`src/rtl/spi_byte_master.sv`:
```
// SPI mode 0 byte shifter: drives SCLK/MOSI MSB first and gathers MISO into a
// byte. A rising edge on spi_start launches one byte. spi_busy covers the
// whole transfer, and spi_data_out is updated on the same edge that spi_busy
// drops. Chip select is handled by the upstream transaction controller.
//
// state | meaning
// ------+-------------------------------------------------------------
// IDLE  | waiting for a start edge; sclk and mosi held low
// SHIFT | byte in flight; sclk toggles every CLK_DIV clk cycles
module spi_byte_master #(
    parameter int unsigned CLK_DIV = 5
) (
    input  logic       clk,
    input  logic       reset_n,
    input  logic       spi_start,
    input  logic [7:0] spi_data_in,
    input  logic       miso,
    output logic       spi_busy,
    output logic [7:0] spi_data_out,
    output logic       sclk,
    output logic       mosi
);

    typedef enum logic {
        IDLE  = 1'b0,
        SHIFT = 1'b1
    } state_t;

    localparam logic [7:0] DIV_LAST = 8'(CLK_DIV - 1);

    state_t     state;
    state_t     state_nxt;
    logic       start_q;
    logic       start_rise;
    logic [7:0] div_cnt;
    logic [7:0] div_nxt;
    logic [2:0] bit_cnt;
    logic [2:0] bit_nxt;
    logic [7:0] tx_sr;
    logic [7:0] tx_nxt;
    logic [7:0] rx_sr;
    logic [7:0] rx_nxt;
    logic       sclk_nxt;
    logic       mosi_nxt;
    logic       busy_nxt;
    logic [7:0] dout_nxt;

    // A start level held for many cycles must launch only one byte.
    assign start_rise = spi_start & ~start_q;

    // Register all state; reset abandons any byte in flight without completing it.
    always_ff @(posedge clk) begin
        if (!reset_n) begin
            state        <= IDLE;
            start_q      <= 1'b0;
            div_cnt      <= 8'd0;
            bit_cnt      <= 3'd0;
            tx_sr        <= 8'd0;
            rx_sr        <= 8'd0;
            sclk         <= 1'b0;
            mosi         <= 1'b0;
            spi_busy     <= 1'b0;
            spi_data_out <= 8'd0;
        end else begin
            state        <= state_nxt;
            start_q      <= spi_start;
            div_cnt      <= div_nxt;
            bit_cnt      <= bit_nxt;
            tx_sr        <= tx_nxt;
            rx_sr        <= rx_nxt;
            sclk         <= sclk_nxt;
            mosi         <= mosi_nxt;
            spi_busy     <= busy_nxt;
            spi_data_out <= dout_nxt;
        end
    end

    // Next-state and datapath: the divider paces sclk toggles; a rising toggle
    // samples MISO, and a falling toggle shifts out the next bit or ends the byte.
    always_comb begin
        state_nxt = state;
        div_nxt   = div_cnt;
        bit_nxt   = bit_cnt;
        tx_nxt    = tx_sr;
        rx_nxt    = rx_sr;
        sclk_nxt  = sclk;
        mosi_nxt  = mosi;
        busy_nxt  = spi_busy;
        dout_nxt  = spi_data_out;

        case (state)
            IDLE: begin
                sclk_nxt = 1'b0;
                mosi_nxt = 1'b0;
                if (start_rise) begin
                    tx_nxt    = spi_data_in;
                    mosi_nxt  = spi_data_in[7];
                    busy_nxt  = 1'b1;
                    div_nxt   = 8'd0;
                    bit_nxt   = 3'd0;
                    state_nxt = SHIFT;
                end
            end
            SHIFT: begin
                if (div_cnt == DIV_LAST) begin
                    div_nxt  = 8'd0;
                    sclk_nxt = ~sclk;
                    if (!sclk) begin
                        rx_nxt = {rx_sr[6:0], miso};
                    end else if (bit_cnt != 3'd7) begin
                        tx_nxt   = {tx_sr[6:0], 1'b0};
                        mosi_nxt = tx_sr[6];
                        bit_nxt  = bit_cnt + 3'd1;
                    end else begin
                        // The last bit has been sampled, so the result is
                        // published on the same edge that drops busy.
                        dout_nxt  = rx_sr;
                        busy_nxt  = 1'b0;
                        mosi_nxt  = 1'b0;
                        state_nxt = IDLE;
                    end
                end else begin
                    div_nxt = div_cnt + 8'd1;
                end
            end
            default: begin
                state_nxt = IDLE;
            end
        endcase
    end

endmodule

```
`config.mk`:
```
export PLATFORM = sky130hd
export DESIGN_NAME = spi_byte_master
export DESIGN_NICKNAME = d
export VERILOG_FILES = /design/src/rtl/spi_byte_master.sv
export SDC_FILE = /design/constraint.sdc
export NUM_CORES = 1
export LEC_CHECK = 0
export ABC_CLOCK_PERIOD_IN_PS = 1600
export BUFFER_PORTS_ARGS = -buffer_cell sky130_fd_sc_hd__buf_2
export CAP_MARGIN = 10
export CORE_ASPECT_RATIO = 1.5
export CORE_MARGIN = 4
export CORE_UTILIZATION = 36
export CTS_CLUSTER_SIZE = 8
export DETAILED_ROUTE_END_ITERATION = 8
export PLACE_DENSITY = 0.61
export SETUP_SLACK_MARGIN = 0.4
export SYNTH_ARGS = -nofsm -noshare
export SYNTH_HDL_FRONTEND = slang
export SYNTH_SLANG_ARGS = --single-unit
```
`constraint.sdc`:
```
create_clock -name clk -period 1.6 [get_ports clk]
set_input_delay 0.32 -clock clk [delete_from_list [all_inputs] [get_ports clk]]
set_output_delay 0.32 -clock clk [all_outputs]
set_load 0.02 [all_outputs]
```
# Word-level counts from Yosys, hierarchy flattened
# Index checks and enable logic that the tools add are counted.
# word_totals
register_bits,39
latchBits,0
ram_bits,0
romBits,0
input_bits,12
out_inout_bits,11
word_cells,59
mem_count,0
# op_classes
addsub,2
multipliers,0
div_mod_pow,0
magnitude_cmp,0
eq_ne,7
shift,0
mux,30
bitwise,5
n_reduce_logical,5
# ops
op,n
$mux W7,4
$mux W8,2
$pmux W8 S2,1
$pmux W7 S2,1
$mux W1,13
$mux W3,4
$reduce_and A4 Y1,3
$add A8 B1 Y8 const B,1
$eq A8 B3 Y1 const B,1
$pmux W1 S2,4
$ne A2 B2 Y1 const B,3
$pmux W3 S2,1
$ne A2 B1 Y1 const B,2
$not A1 Y1,4
$add A3 B1 Y3 const B,1
$ne A3 B3 Y1 const B,1
$reduce_and A3 Y1,1
$reduce_and A2 Y1,1
$and A1 B1 Y1,1

# Longest topological paths before layout
# Gate-level depths: netlist of run 1.
# depth
depth_word,5
ltp_mapped,7

# Worst setup path after synthesis of run 1
# OpenSTA, ideal clock, no wires.
# synth_timing
path_type,reg2reg
start,register div_cnt[0]
end,register spi_data_out[0]
setup_ns,0.072
t_arrival_ns,1.472
setup_slack_ns,0.056
path_stages_with_launch,7
path_buffers,0
cell_sequence,dfxtp_1 inv_1 ha_1 nor4b_4 nand2_1 nor2_4 mux2i_1
# synth_via
elab_chain_cells,2
# synth_rtl
item,line_no,rtl
start: declaration,35,logic [7:0] div_cnt;
start signal: assignment,67,div_cnt <= div_nxt;
$eq A8 B3 Y1,105,if (div_cnt == DIV_LAST) begin
$reduce_and A4 Y1 (no line),-,
end signal: assignment,74,spi_data_out <= dout_nxt;
end: declaration,19,"output logic [7:0] spi_data_out,"
# Every way passes these cells.
# A chain may end at the register's enable or synchronous reset.

# Worst setup path in the final report of run 1
# layout_timing
start,register div_cnt[4]
end,register spi_data_out[4]
# The elaborated chain is that of the path after synthesis.

==> metrics.md, run 1 <==
| Metric | Value |
|---|---|
| Power Total | 2.07 mW |
| Max-Cap Viols | 0 |
| Largest net degree at the start of global routing | 18 |
| Setup WS pre-CTS | -0.0224 ns |
| HP Class | in -> reg |
| Hold Slack | 0.274 ns |
| Wire per inst | 12.8 µm |
| Total number of yosys warnings | 0 |
| Flop and latch count out of synthesis | 39 |
| Commonest non-fill, non-tap cell in the layout | dfxtp_1 |
| RSZ-0062 raised after global routing | true |
| Setup violations, final | 0 |
| Sequential power share | 0.489 |
| Fin cells | 292 |
| Clock power frac | 0.406 |
| Syn-to-layout area delta | 36.4% |
| CP Max Fanout | 10 |
| Worst-path cell with the longest stage delay | nor4bb_1 |
| Crit end category | register |
| Worst path cell trace | nor4bb_1 > nand2_2 > nor2_4 > buf_12 > mux2i_1 |
| Final Max Tran Viols | 0 |
| First DRT Iteration DRCs | 36 |
| Status | finished clean |
| Initial core utilization | 0.371 |
| Placed Cells | 278 |
| Hold Buf Count CTS | 0 |
| Yosys top cell area share | 0.463 |
| Clock net sink count | 39 |
| Most frequent cells in the layout | 33 x dfxtp_1, 25 x nand2_1, 21 x buf_2, 14 x mux2i_1, 11 x buf_4 |
| CP required | 1.82 ns |
| Antenna diode count | 0 |
| Synth top area cells | dfxtp_1 46%, mux2i_1 8.3%, nand2_1 6.0%, o21ai_0 5.3%, nand3_1 3.9% |
| Area of the multi-input gates | 982 µm² |
| Num CTS Buffers | 5 |
| Setup crit start kind | register |
| Skew final | 0.00440 ns |
| Leak pwr | 0.872 nW |
| Worst slew margin | 0.681 |
| Worst Tran Pin Value | 0.472 ns |
| DR DRC count | 0 |
| Post-Syn Nets | 203 |
| FP Rows | 30 |
| Die Y | 91.8 µm |
| Final estimated routing congestion in global placement | 0.785 |
| Clock transition at the registers of the reported paths | 0.08 ns |
| Routed Antenna Nets | 0 |
| Crit path time final | 1.57 ns |
| Vias per std cell | 4.97 |
| WL final | 3720 µm |
| # IOs | 23 |
| Finished Core Util | 0.506 |
| Average cell area after synthesis | 9.01 µm² |
| Post-synthesis cell count | 187 |
| Final Cycle Share | 0.981 |
| Sequential element share of the synthesized area | 0.463 |
| Vias in the first global route | 1376 |
| Fin nets | 243 |
| Worst skew pair latency | 0.29 ns |
| Logic pwr share | 0.105 |
| Share of cells above drive strength 1 | 0.364 |
| Int Pwr | 1.60 mW |
| HPWL after DPL | 2580 µm |
| Htree depth | 2 |
| Final Hold Viols | 0 |
| R2r setup slk | 0.03 ns |
| First-pass GRT wire length | 6250 µm |
| Root Driver | clkbuf_8 |
| Die X | 63.9 µm |
| Setup ws final | 0.0301 ns |
| WP data arrival | 1.79 ns |
| Vias | 1451 |
| Fillers | 440 |
| Sw power | 0.464 mW |
| Worst path max stage delay | 0.48 ns |
| Remaining Overflow, GRT | 0 |
| Register area | 791 µm² |
| CTS tree | yes |
| Synthesized cell area | 0.00169 mm² |
| PwrDens | 899 mW/mm² |
| Top cell type by total area after synthesis | dfxtp_1 |
| First drt pass iteration count | 4 |
| Max IR drop VDD | 0.663 mV |
| Core Region | 0.00454 mm² |
| Die ar. | 0.00586 mm² |
| PortBufs | 22 |
| Initial antenna violation count | 0 |
| Critical path class | reg -> reg |
| Netlist cell types | 37 |
| Bufs on Longest Clock Path | 2 |
| Total track usage | 0.133 |
| Switching Fraction | 0.224 |
| Max Freq | 637 MHz |
[flip-flops by register name (all words and copies together), names as in the netlist]
| signal | cells |
|---|---|
| state | 1 |
| spi_data_out | 8 |
| sclk | 1 |
| start_q | 1 |
| div_cnt | 8 |
| rx_sr | 8 |
| bit_cnt | 3 |
| mosi | 1 |
| tx_sr | 7 |
| spi_busy | 1 |
[cells by family (layout without fill, tap and decap cells)]
kind of cell             after synthesis  count (layout)  share of synthesized area
XOR/XNOR                               1               1                    0.00520
AND/OR/NAND/NOR                       70              70                      0.221
AO/OA/AOI/OAI                         41              41                      0.146
multiplexers                          16              16                     0.0965
flip-flops                            39              39                      0.463
buffers and inverters                 16              57                     0.0379
adder cells (fa/ha/maj)                4               4                     0.0297
[power by group through the flow]
stage	sequential [mW]	combinational, mW	clock, mW
floorplan	1.03	0.109	0
global placement	1.03	0.170	0
detailed placement	1.04	0.170	0
CTS	1.01	0.200	0.872
global route	1.01	0.239	0.917
finish	1.01	0.217	0.839
[layer usage]
metal,track usage,wire length (µm),vias to the layer above
li1,-,-,748
met1,0.151,1590,669
met2,0.223,1890,24
met3,0.0306,115,10
met4,0.0757,126,0
met5,0,0,-
[layout make-up]
class,count,area share
Timing Repair Buffer,41,0.130
Inverter,8,0.0131
Clock buffer,6,0.0359
Multi-Input combinational cell,132,0.427
Clock inverter,2,0.0152
Tap cell,64,0.0348
Sequential cell,39,0.344
[final timing paths]
check,to,cells past startpoint,start
worst max-delay path,spi_data_out[4],5,div_cnt[4]
worst min-delay path,rx_sr[0],3,miso
worst max register to register,spi_data_out[4],5,div_cnt[4]
worst min register to register,spi_data_out[7],2,spi_data_out[7]
[metrics by stage]
| stage | cell area [µm²] | TNS (ns) |
|---|---|---|
| after floorplan | 1730 | 0 |
| after global placement | 1990 | 0 |
| after detailed placement | 1990 | -0.0239 |
| after CTS | 2230 | 0 |
| after global routing | 2300 | -0.594 |
| final | 2300 | 0 |
[critical path, delay by kind of cell, from the launching register on]
| kind | cells | cell delay [ns] |
|---|---|---|
| flip-flops | 1 | 0.39 |
| multiplexers | 1 | 0.19 |
| buffers and inverters | 1 | 0.14 |
| AND/OR/NAND/NOR | 3 | 0.77 |
[what timing repair did]
action / CTS / global route
endpoints found under the hold margin: 0 / 0
gates cloned: 0 / 0
pin swaps: 5 / 8
setup endpoints to repair: 39 / 39
setup buffers: 6 / 0
gates resized for setup: 24 / 14
[cells in the mapped netlist, drive strengths merged]
cell,instances
or3b,1
ha,4
o21ai,18
nor3b,2
inv,7
nor4bb,1
and3,2
nor4,1
a311oi,2
a32oi,1
nor4b,1
a21o,2
nor2b,2
a21oi,12
clkbuf,4
a311o,1
mux2i,14
buf,4
and2,2
nor3,4
mux2,2
nand2,27
o211a,1
dfxtp,39
nor2,7
a22o,1
a41o,1
a31oi,1
nand3,13
a222oi,1
nand4,5
nand3b,2
xnor2,1
clkinv,1
No activity file was read; power rests on OpenSTA's default activity.
==> inputs of run 2 (changes only) <==
--- a/config.mk
+++ b/config.mk
@@ -5,7 +5,7 @@
 export SDC_FILE = /design/constraint.sdc
 export NUM_CORES = 1
 export LEC_CHECK = 0
-export ABC_CLOCK_PERIOD_IN_PS = 1600
+export ABC_CLOCK_PERIOD_IN_PS = 1700
 export BUFFER_PORTS_ARGS = -buffer_cell sky130_fd_sc_hd__buf_2
 export CAP_MARGIN = 10
 export CORE_ASPECT_RATIO = 1.5
@@ -13,7 +13,7 @@
 export CORE_UTILIZATION = 36
 export CTS_CLUSTER_SIZE = 8
 export DETAILED_ROUTE_END_ITERATION = 8
-export PLACE_DENSITY = 0.61
+export PLACE_DENSITY = 0.59
 export SETUP_SLACK_MARGIN = 0.4
 export SYNTH_ARGS = -nofsm -noshare
 export SYNTH_HDL_FRONTEND = slang
==> constraint.sdc (replaced) <==
create_clock -name clk -period 1.7 [get_ports clk]
set_input_delay 0.34 -clock clk [delete_from_list [all_inputs] [get_ports clk]]
set_output_delay 0.34 -clock clk [all_outputs]
set_load 0.02 [all_outputs]
==> run 2 against run 1 <==
  * Hold slack better by 0.035 ns
  * Critical path depth up 2
  * Setup slack better by 0.12 ns
  * Power up 0.22%
  * Largest power group unchanged
==> metrics.md, run 2 (synthesis gave the netlist of run 1 again) <==
| Metric | Value |
|---|---|
| Status | finished clean |
| First DRT Iteration DRCs | 56 |
| Final estimated routing congestion in global placement | 0.794 |
| Clock power frac | 0.444 |
| Remaining Overflow, GRT | 0 |
| Initial core utilization | 0.371 |
| Antenna diode count | 0 |
| First drt pass iteration count | 4 |
| WP data arrival | 1.74 ns |
| Vias in the first global route | 1437 |
| Clock net sink count | 39 |
| Power Total | 2.07 mW |
| Initial antenna violation count | 0 |
| Share of cells above drive strength 1 | 0.388 |
| Max-Cap Viols | 0 |
| Setup crit start kind | register |
| DR DRC count | 0 |
| PortBufs | 22 |
| FP Rows | 30 |
| Fin nets | 242 |
| WL final | 3740 µm |
| HPWL after DPL | 2560 µm |
| Clock transition at the registers of the reported paths | 0.08 ns |
| Total track usage | 0.139 |
| Setup violations, final | 0 |
| Commonest non-fill, non-tap cell in the layout | dfxtp_1 |
| Skew final | 0.00675 ns |
| Metal2 WL | 1920 µm |
| Int Pwr | 1.61 mW |
| CTS tree | yes |
| Top layer in use | met4 |
| Routed Antenna Nets | 0 |
| Max IR drop VDD | 0.686 mV |
| Logic pwr share | 0.094 |
| RSZ-0062 raised after global routing | true |
| Vias per std cell | 4.97 |
| Worst Tran Pin Value | 0.413 ns |
| Finished Core Util | 0.500 |
| CP Max Fanout | 4 |
| Final Hold Viols | 0 |
| Core Region | 0.00454 mm² |
| Hold Slack | 0.309 ns |
| Worst skew pair latency | 0.29 ns |
| Crit end category | register |
| Die Y | 91.8 µm |
| PwrDens | 912 mW/mm² |
| Htree depth | 2 |
| Wire per inst | 12.9 µm |
| Final Cycle Share | 0.912 |
| Sw power | 0.457 mW |
| Biggest regs | div_cnt x8, rx_sr x8, spi_data_out x8 |
| Syn-to-layout area delta | 34.7% |
| Bufs on Longest Clock Path | 2 |
| Worst slew margin | 0.725 |
| Routed length on met3 | 64 µm |
| Switching Fraction | 0.221 |
| Vias | 1447 |
| Final Max Tran Viols | 0 |
| Root Driver | clkbuf_8 |
| WL met1 | 1730 µm |
| Critical path class | reg -> reg |
| First-pass GRT wire length | 6490 µm |
| Most frequent cells in the layout | 34 x dfxtp_1, 26 x nand2_1, 22 x buf_2, 15 x buf_4, 14 x mux2i_1 |
| Crit path time final | 1.55 ns |
| Leak pwr | 0.852 nW |
| Max Freq | 645 MHz |
| Sequential power share | 0.461 |
| Num CTS Buffers | 5 |
| Sum Neg Setup Slack | 0 ns |
| Die X | 63.9 µm |
| HP Class | in -> reg |
| CP required | 1.89 ns |
| Largest net degree at the start of global routing | 26 |
| # IOs | 23 |
| Die ar. | 0.00586 mm² |
[run 2: changes by cell type in the layout (fill, tap and decap cells not counted), sizes merged]
cell	change
buf	-1
bufinv	+1
clkbuf	-1
clkinv	-1
clkinvlp	+1
[run 2: through the flow]
step / instances / setup slack (ns) / instance area, µm²
4_1_cts: 291 / 0.181 / 2240
3_3_place_gp: 275 / 0.145 / 1960
2_1_floorplan: 187 / 0.208 / 1730
5_1_grt: 291 / 0.0843 / 2270
6_report: 291 / 0.150 / 2270
3_5_place_dp: 275 / 0.0863 / 1960
[run 2: critical path, cell delays in order (launching register included)]
cell	delay, ns
dfxtp_2	0.34
inv_2	0.07
ha_4	0.12
nor4b_4	0.23
buf_4	0.19
a21o_1	0.14
nor4_1	0.05
a311o_1	0.31
[run 2: cell type report]
cell class	count	area (µm²)
fillers	456	2270
clock inverters	3	67.6
inverters	8	30.0
flip-flops and latches	39	787
well taps	64	80.1
repair buffers	40	265
multi-input cells	132	972
clock buffers	5	68.8
[run 2: metal layers]
metal,vias up,global-route usage
met5,-,0
met4,0,0.0649
met3,2,0.0294
met2,14,0.232
met1,681,0.166
li1,750,-
[run 2: power by group through the flow]
stage / Combinational (mW) / Sequential (mW) / Clock, mW
final: 0.195 / 0.955 / 0.920
after global routing: 0.214 / 0.959 / 0.991
after global placement: 0.156 / 0.974 / 0
after CTS: 0.190 / 0.955 / 0.947
after detailed placement: 0.157 / 0.974 / 0
after floorplan: 0.102 / 0.974 / 0
[run 2: repair_timing]
item                                   CTS  global route
buffers inserted                         7             0
resized for setup                       25            10
pin swaps                                3             0
hold buffers                             0             0
gates cloned                             1             0
setup endpoints to repair               38            38
endpoints found under the hold margin    0             0
[run 2: path summary, 6_finish.rpt]
check	cells after the start	slack (ns)	end	startpoint
hold reg to reg	2	0.45	spi_data_out[5]	spi_data_out[5]
setup reg to reg	7	0.15	div_cnt[7]	div_cnt[0]
hold / removal	3	0.31	rx_sr[0]	miso
setup / recovery	7	0.15	div_cnt[7]	div_cnt[0]
==> inputs of run 3 (changes only) <==
--- a/config.mk
+++ b/config.mk
@@ -5,7 +5,8 @@
 export SDC_FILE = /design/constraint.sdc
 export NUM_CORES = 1
 export LEC_CHECK = 0
-export ABC_CLOCK_PERIOD_IN_PS = 1700
+export ABC_AREA = 1
+export ABC_CLOCK_PERIOD_IN_PS = 1400
 export BUFFER_PORTS_ARGS = -buffer_cell sky130_fd_sc_hd__buf_2
 export CAP_MARGIN = 10
 export CORE_ASPECT_RATIO = 1.5
@@ -13,7 +14,7 @@
 export CORE_UTILIZATION = 36
 export CTS_CLUSTER_SIZE = 8
 export DETAILED_ROUTE_END_ITERATION = 8
-export PLACE_DENSITY = 0.59
+export PLACE_DENSITY = 0.61
 export SETUP_SLACK_MARGIN = 0.4
 export SYNTH_ARGS = -nofsm -noshare
 export SYNTH_HDL_FRONTEND = slang
==> constraint.sdc (replaced) <==
create_clock -name clk -period 1.4 [get_ports clk]
set_input_delay 0.28 -clock clk [delete_from_list [all_inputs] [get_ports clk]]
set_output_delay 0.28 -clock clk [all_outputs]
set_load 0.02 [all_outputs]
==> run 3 against run 2 <==
  * The flow now finishes with violations (negative setup slack)
  * Critical path depth rose by 2
  * Synthesized cell count rose by 47%
  * First-iteration DRC count fell by 20%
  * Design area rose by 27%
  * Sequential share of layout area fell by 6.7 points
  * Maximum frequency rose by 11%
  * Non-clock buffer count rose by 22
  * Synthesized area rose by 13%
  * Largest cell class unchanged
==> metrics.md, run 3 <==
| Metric | Value |
|---|---|
| First drt pass iteration count | 4 |
| Remaining Overflow, GRT | 0 |
| # IOs | 23 |
| Worst path max stage delay | 0.33 ns |
| PwrDens | 902 mW/mm² |
| Yosys top cell area share | 0.411 |
| First-pass GRT wire length | 7770 µm |
| Share of cells above drive strength 1 | 0.389 |
| WP data arrival | 1.59 ns |
| Core Region | 0.00512 mm² |
| Design area | 0.00288 mm² |
| CP required | 1.59 ns |
| Top layer in use | met4 |
| Crit end category | register |
| DR DRC count | 0 |
| Setup crit start kind | register |
| Post-synth EDFFs | 0 |
| Num CTS Buffers | 5 |
| Post-synthesis cell count | 274 |
| CP Max Fanout | 5 |
| Worst-path cell with the longest stage delay | dfxtp_2 |
| Predominant post-synthesis flop cell | dfxtp_1 |
| Synthesized cell area | 0.00190 mm² |
| Top cell type by total area after synthesis | dfxtp_1 |
| Sequential element share of the synthesized area | 0.411 |
| Setup ws final | -0.000788 ns |
| Root Driver | clkbuf_8 |
| Syn-to-layout area delta | 51.5% |
| Final Max Tran Viols | 0 |
| WL met1 | 1920 µm |
| Die ar. | 0.00652 mm² |
| First DRT Iteration DRCs | 45 |
| FP Rows | 32 |
| Clock net sink count | 39 |
| Wire per inst | 11.8 µm |
| PortBufs | 22 |
| Vias | 1864 |
| Initial core utilization | 0.370 |
| Fin cells | 407 |
| Status | complete, but fails checks |
| Final Hold Viols | 0 |
| Critical path class | reg -> reg |
| Max-Cap Viols | 0 |
| Fillers | 493 |
| Die X | 67.3 µm |
| Routed length on met3 | 120 µm |
| Crit path buf inv count | 3 |
| Max Freq | 714 MHz |
| Placed Area | 0.00224 mm² |
| Crit path time final | 1.40 ns |
| Post-synth top cells | 69 x nand2_1, 51 x nor2_1, 44 x inv_1, 39 x dfxtp_1, 12 x o21ai_0 |
| Commonest non-fill, non-tap cell in the layout | nand2_1 |
| Metal2 WL | 2670 µm |
| Vias per std cell | 4.58 |
| Htree depth | 2 |
| Total track usage | 0.155 |
| Setup violations, final | 1 |
| Die Y | 96.9 µm |
| Biggest regs | div_cnt x8, rx_sr x8, spi_data_out x8 |
| Most common cell in the synthesized netlist | nand2_1 |
| R2r setup slk | -0.0008 ns |
| Fin nets | 354 |
| Post-Syn Nets | 290 |
| Initial antenna violation count | 0 |
| Average cell area after synthesis | 6.93 µm² |
| CTS tree | yes |
| Asr flop ratio synth | 0 |
| Vias in the first global route | 1801 |
| Largest net degree at the start of global routing | 17 |
| Most frequent cells in the layout | 58 x nand2_1, 45 x nor2_1, 39 x inv_1, 28 x buf_4, 23 x dfxtp_1 |
| Flop and latch count out of synthesis | 39 |
| Bufs on Longest Clock Path | 2 |
| Failing checks | negative setup slack |
| Hold Slack | 0.222 ns |
| Clock transition at the registers of the reported paths | 0.08 ns |
| Skew final | 0.00742 ns |
| Leak pwr | 1.38 nW |
| Max IR drop VDD | 0.447 mV |
| Cell family with most CP delay | buffers and inverters |
| Placed Cells | 377 |
| Antenna diode count | 0 |
| Worst Tran Pin Value | 0.314 ns |
| Final Cycle Share | 1.00 |
| Worst slew margin | 0.791 |
| Worst skew pair latency | 0.30 ns |
| Synth top area cells | dfxtp_1 41%, nand2_1 14%, nor2_1 10%, inv_1 8.7%, nand4_1 3.3% |
| HPWL after DPL | 3030 µm |
| RSZ-0062 raised after global routing | true |
| Finished Core Util | 0.561 |
| WL final | 4810 µm |
| Total number of yosys warnings | 0 |
| Sum Neg Setup Slack | -0.000788 ns |
| Netlist cell types | 24 |
| Final estimated routing congestion in global placement | 0.787 |
| Worst path cell trace | inv_2 > ha_4 > nand3_4 > o21ai_4 > buf_12 > buf_8 > nand2_2 > o21ai_2 > nor2_1 |
| Routed Antenna Nets | 0 |
| HP Class | in -> reg |
## run 3: cell count changes after synthesis, sizes merged, moves of 3 or more
cell / delta
inv: +38
nand2: +42
nand4: +6
mux2i: -14
o21ai: -5
o21a: +6
nor2: +45
nand3: -3
nor3: -4
## run 3: logic make-up after synthesis
family / synth area share
AOI/OAI and AO/OA: 0.109
adders and majority gates: 0.0264
and+or+nand+nor: 0.331
buffers and inverters: 0.118
xor gates and xnor gates: 0.00462
DFF: 0.411
## run 3: power breakdown
group,leakage (nW),internal [mW],switching (mW)
clock,0.0581,0.531,0.415
combinational,0.999,0.219,0.256
sequential,0.325,1.15,0.0211
## run 3: per-stage QoR
step / worst slack [ns] / power, mW
final: -0.000788 / 2.59
after global routing: -0.0616 / 2.74
after CTS: 0.00118 / 2.56
after detailed placement: -0.0111 / 1.54
after global placement: 0.000351 / 1.54
after floorplan: 0.130 / 1.44
## run 3: worst paths after layout
kind	start	to	cells past startpoint
min reg2reg	mosi	mosi	2
max reg2reg	div_cnt[0]	mosi	9
min	spi_start	start_q	3
max	div_cnt[0]	mosi	9
## run 3: per-layer routing
layer / track usage / vias up
li1: - / 990
met1: 0.163 / 843
met2: 0.274 / 22
met3: 0.0325 / 9
met4: 0.0844 / 0
met5: 0 / -
## run 3: timing repair
action                     4_1_cts  5_1_grt
resized for setup               54       43
setup endpoints to repair       49       49
buffers inserted                12        6
hold buffers                     0        0
pin swaps                       18       16
cloned                           2        2
## run 3: final cells by class
cell class | count | area (µm²) | share of cell area
Clock inverter | 3 | 43.8 | 0.0152
Clock buffer | 5 | 68.8 | 0.0239
Sequential cell | 39 | 803 | 0.279
Inverter | 45 | 179 | 0.0622
Tap cell | 68 | 85.1 | 0.0296
Timing Repair Buffer | 62 | 563 | 0.196
Multi-Input combinational cell | 185 | 1130 | 0.394
## run 3: worst reg2reg max path: stages (launching register included)
cell and delay, ns:
dfxtp_2 0.33, inv_2 0.07, ha_4 0.14, nand3_4 0.10, o21ai_4 0.17, buf_12 0.15
buf_8 0.12, nand2_2 0.05, o21ai_2 0.13, nor2_1 0.05
